$ cat src/rtl/icache_ctrl.sv
// icache_ctrl: direct-mapped instruction cache with a single-line refill engine.
//
// A hit returns the addressed word combinationally in the same cycle. A miss
// stalls fetch, latches the line address, requests the whole 4-word line from
// memory and, once it arrives, writes it into the line selected by the latched
// address. The access is then re-evaluated against whatever PC is presented.
//
// Ports:
//   clk        system clock, rising edge
//   rst        asynchronous active-low reset
//   if_addr    fetch address (word addressed)
//   if_re      fetch request
//   if_instr   instruction word, valid when if_re=1 and if_stall=0, else 0
//   if_stall   fetch must hold its PC this cycle
//   flush      invalidate every line
//   mem_re     line read request, decoded from the FSM state
//   mem_addr   line address of the outstanding request
//   mem_rdata  returned line, word k in bits [16k+15:16k]
//   mem_rdy    single-cycle pulse marking mem_rdata valid
//   miss_cnt   saturating miss counter
module icache_ctrl #(
    parameter int ADDR_W      = 16,
    parameter int LINES       = 8,
    parameter int WORDS       = 4,
    parameter int MEM_LAT_MAX = 0
) (
    input  logic                  clk,
    input  logic                  rst,
    input  logic [ADDR_W-1:0]     if_addr,
    input  logic                  if_re,
    output logic [15:0]           if_instr,
    output logic                  if_stall,
    input  logic                  flush,
    output logic                  mem_re,
    output logic [ADDR_W-3:0]     mem_addr,
    input  logic [16*WORDS-1:0]   mem_rdata,
    input  logic                  mem_rdy,
    output logic [15:0]           miss_cnt
);

    localparam int IDX_W  = $clog2(LINES);
    localparam int TAG_W  = ADDR_W - IDX_W - 2;
    localparam int LINE_W = 16 * WORDS;

    typedef enum logic {IDLE, FETCH} state_t;

    state_t              state_q;
    logic [LINES-1:0]    valid_q;
    logic [TAG_W-1:0]    tag_q  [LINES];
    logic [LINE_W-1:0]   data_q [LINES];
    logic [ADDR_W-3:0]   mem_addr_q;
    logic [15:0]         miss_cnt_q;
    logic [15:0]         miss_cnt_d;

    logic [1:0]          off;
    logic [IDX_W-1:0]    idx;
    logic [TAG_W-1:0]    tag;
    logic [IDX_W-1:0]    fill_idx;
    logic [TAG_W-1:0]    fill_tag;
    logic                hit;
    logic                miss;
    logic                fill;

    // Latency bound is informational only; the memory side is a pure handshake.
    logic unused_lat;
    assign unused_lat = (MEM_LAT_MAX != 0);

    assign off = if_addr[1:0];
    assign idx = if_addr[IDX_W+1:2];
    assign tag = if_addr[ADDR_W-1:IDX_W+2];

    // The fill target comes from the latched request, never from the live PC,
    // so the CPU may change if_addr while the refill is outstanding.
    assign fill_idx = mem_addr_q[IDX_W-1:0];
    assign fill_tag = mem_addr_q[ADDR_W-3:IDX_W];

    assign hit  = (state_q == IDLE) && if_re && valid_q[idx] && (tag_q[idx] == tag);
    assign miss = (state_q == IDLE) && if_re && !hit;
    assign fill = (state_q == FETCH) && mem_rdy;

    assign miss_cnt_d = (miss_cnt_q == 16'hFFFF) ? miss_cnt_q : miss_cnt_q + 16'd1;

    assign if_stall = (state_q == FETCH) || miss;
    assign if_instr = hit ? data_q[idx][{off, 4'b0000} +: 16] : 16'h0000;
    assign mem_re   = (state_q == FETCH);
    assign mem_addr = mem_addr_q;
    assign miss_cnt = miss_cnt_q;

    always_ff @(posedge clk or negedge rst) begin
        if (!rst) begin
            state_q    <= IDLE;
            valid_q    <= '0;
            mem_addr_q <= '0;
            miss_cnt_q <= '0;
        end else begin
            if (state_q == IDLE) begin
                if (miss) begin
                    state_q    <= FETCH;
                    mem_addr_q <= if_addr[ADDR_W-1:2];
                    miss_cnt_q <= miss_cnt_d;
                end
            end else begin
                if (mem_rdy) begin
                    state_q           <= IDLE;
                    valid_q[fill_idx] <= 1'b1;
                end
            end
            // Placed last so a flush coinciding with a fill also drops the new line.
            if (flush) begin
                valid_q <= '0;
            end
        end
    end

    // Tag and data storage carry no reset; the valid bits guard them.
    always_ff @(posedge clk) begin
        if (fill) begin
            tag_q[fill_idx]  <= fill_tag;
            data_q[fill_idx] <= mem_rdata;
        end
    end

endmodule

$ cat config.mk
export PLATFORM = sky130hd
export DESIGN_NAME = icache_ctrl
export DESIGN_NICKNAME = d
export VERILOG_FILES = /design/src/rtl/icache_ctrl.sv
export SDC_FILE = /design/constraint.sdc
export NUM_CORES = 1
export LEC_CHECK = 0
export ABC_AREA = 0
export BUFFER_PORTS_ARGS = -buffer_cell sky130_fd_sc_hd__buf_4
export CAP_MARGIN = 20
export CORE_UTILIZATION = 55
export CTS_CLUSTER_SIZE = 10
export DETAILED_ROUTE_END_ITERATION = 10
export PLACE_DENSITY = 0.69
export SETUP_SLACK_MARGIN = 0.1
export SLEW_MARGIN = 0
export SYNTH_ARGS = -nofsm -noshare
export SYNTH_HDL_FRONTEND = slang
export SYNTH_SLANG_ARGS = --single-unit
$ cat constraint.sdc
create_clock -name clk -period 7.76 [get_ports clk]
set_input_delay 0.388 -clock clk [delete_from_list [all_inputs] [get_ports clk]]
set_output_delay 0.388 -clock clk [all_outputs]
set_load 0.01 [all_outputs]
==> impl_metrics.yaml <==
synthesis:
  syn-num-nets: 1138
  syn_area_per_cell_um2: 23.5
  yosys_warnings: 0
  yosys-top-cells-area: "edfxtp_1, mux4_2, dfrtp_1"
  seq_area_frac_synth: 0.769
  ys_seq_elements: 639
  synth_cells: 1052
  syn-cell-area_um2: 24700
  netlist.area_leader.share: 0.730
  synth_largest_area_cell: "edfxtp_1"
  synth_cell_types: 38
floorplan:
  die_x_um: 214
  io_pins: 133
  die-area_um2: 45700
  initial_core_util: 0.558
  dieHeight_um: 214
  row_count: 77
  core-area_um2: 44200
worst_setup_path:
  crit_path_start_kind: "input pin"
  cp_max_fo: 71
  crit_required_ns: 7.37
  crit_type: "input pin to output port"
  critical_path_arrival_ns: 4.18
  rr_worst_depth: 5
  end_kind: "output port"
timing:
  skew_ns: 0.0176
  tightestPinTransition_ns: 1.04
  finalHoldViolCount: 0
  rsz0062_at_grt: "no"
  fmax_mhz: 219
  slew_viol_final: 0
  min_period_over_period: 0.588
  setup_violations: 0
  post-route-min-period_ns: 4.56
  finalSetupTns_ns: 0
  hold-worst-slack_ns: 0.0285
  layout_setup_ws_ns: 3.20
  slew_headroom: 0.304
placement:
  dpl_worst_slack_ns: 3.06
  port-buffer-count: 132
  dpl_cell_area_um2: 26300
  hpwl_mm: 27.3
  place.gp.congestion: 0.770
outcome:
  status: "completed"
power_and_ir_drop:
  power_density_nw_per_um2: 267
  vdd_drop_max_mv: 0.164
  p_total_mw: 7.63
  leakage_nw: 9.47
clock_tree:
  post_cts_resize_count: 0
  cts_max_level: 3
  cts_hold_buf: 16
  clkSinkCount: 639
  clk_latency_ns: 0.60
  cts_setup_buffers: 0
  cts_tree: "built"
  clkTransAtPathRegs_ns: 0.05
  ctsLongestPathBuffers: 3
  cts-root-buf: "clkbuf_16"
  cts-buffers-inserted: 74
final_layout:
  final_net_count: 1328
  fin_area_um2: 28500
  layout_commonest_cell: "edfxtp_1"
  drive_gt1_frac: 0.346
  area_growth_pct: 15.6
  layout_common_cells: "edfxtp_1, mux4_2, buf_4"
hold_path:
  holdPathStages: 1
  hold_path_class: "input pin to flip-flop"
drt:
  wirelength_mm: 49.9
  drc: 0
  first_pass_iters: 5
  wl_per_cell_um: 26.8
  viasPerCell: 6.04
  num_vias: 11259
  drt_iter0_markers: 947
  ant_nets: 0
global_routing:
  grt_util_met2: 0.367
  track_usage: 0.229
  grt_pass1_wl_mm: 74.7
  antenna_found_initial: 4
  met1_usage: 0.322
  grt_pass1_vias: 11831
  grt_max_degree: 88
  globalRouteOverflowTotal: 0
  busiest_layer: "met2"
  grt_util_met3: 0.0491
flow_run:
  drv_cap: 0
## worst paths after layout
path                                  to  slack (ns)          start
setup / recovery                if_stall        3.20     if_addr[2]
hold / removal             data_q[7][19]        0.03  mem_rdata[19]
setup reg to reg            mem_addr[10]        4.52         mem_re
hold reg to reg               valid_q[2]        0.50     valid_q[2]
max in group asynchronous   mem_addr[10]        7.04            rst
min in group asynchronous   miss_cnt[14]        0.34            rst
## where the power goes
part | leakage (nW) | switching (mW) | internal [mW]
Clock | 0.989 | 1.25 | 1.76
Combinational | 2.57 | 0.308 | 0.265
Sequential | 5.91 | 0.0857 | 3.96
## synthesized netlist by cell type
cell      instances
edfxtp_1        600
mux4_2          180
nor2_1           41
dfrtp_1          39
mux2i_1          30
xnor2_1          18
buf_2            17
clkbuf_1         15
nand3_1          13
and3_1           11
buf_1             8
mux2_2            8
mux2_4            8
nand2_1           7
nor2b_1           7
buf_4             5
xor2_1            5
buf_6             4
nand2b_1          4
a21oi_1           3
and2_1            3
inv_1             3
nand3b_1          3
nand4_1           3
a21oi_2           2
a31oi_1           2
nor3_1            2
and4_1            1
buf_12            1
buf_8             1
ha_1              1
mux4_1            1
nand2_4           1
nand4_4           1
nor3b_2           1
nor4_4            1
nor4b_1           1
o21ai_0           1
## final cells by class
type                       instances  area, um2
inverter                           3       11.3
tap                              592        741
timing repair buffer             165       1290
fill                            2882      15700
clock buffer                      99       1970
antenna                            1       2.50
multi-input combinational        359       5450
clock inverter                     6       78.8
sequential                       639      19000
## cell families after synthesis
kind of cell | count (synthesis) | synth area share
AOI/OAI and AO/OA | 8 | 0.00203
xor gates and xnor gates | 23 | 0.00816
adders and majority gates | 1 | 0.000507
buffers and inverters | 54 | 0.0122
DFF | 639 | 0.769
muxes | 227 | 0.186
and+or+nand+nor | 100 | 0.0217
## sequential cells by signal, indices dropped and copies added, names as in the netlist
name      flops
valid_q       8
data_q      512
mem_addr     14
tag_q        88
mem_re        1
miss_cnt     16
## worst max-delay path: stages
cell and delay (ns):
buf_8 0.54, buf_4 0.75, mux4_2 0.36, mux2i_1 0.08, nor4b_1 0.54, nand4_4 0.65
nand2_4 0.53, nand2_1 0.10, buf_4 0.15
## metal layers
layer	routed length, um	vias to the layer above
li1	-	4802
met4	761	6
met1	21000	6035
met3	3250	65
met2	24800	351
met5	37	-
## metrics by stage
stage                     utilization  instances
final                           0.645       1864
after global routing            0.645       1864
after CTS                       0.645       1863
after detailed placement        0.595       1742
after global placement          0.595       1742
after floorplan                     -       1052
(Power assumes the default switching activity.)
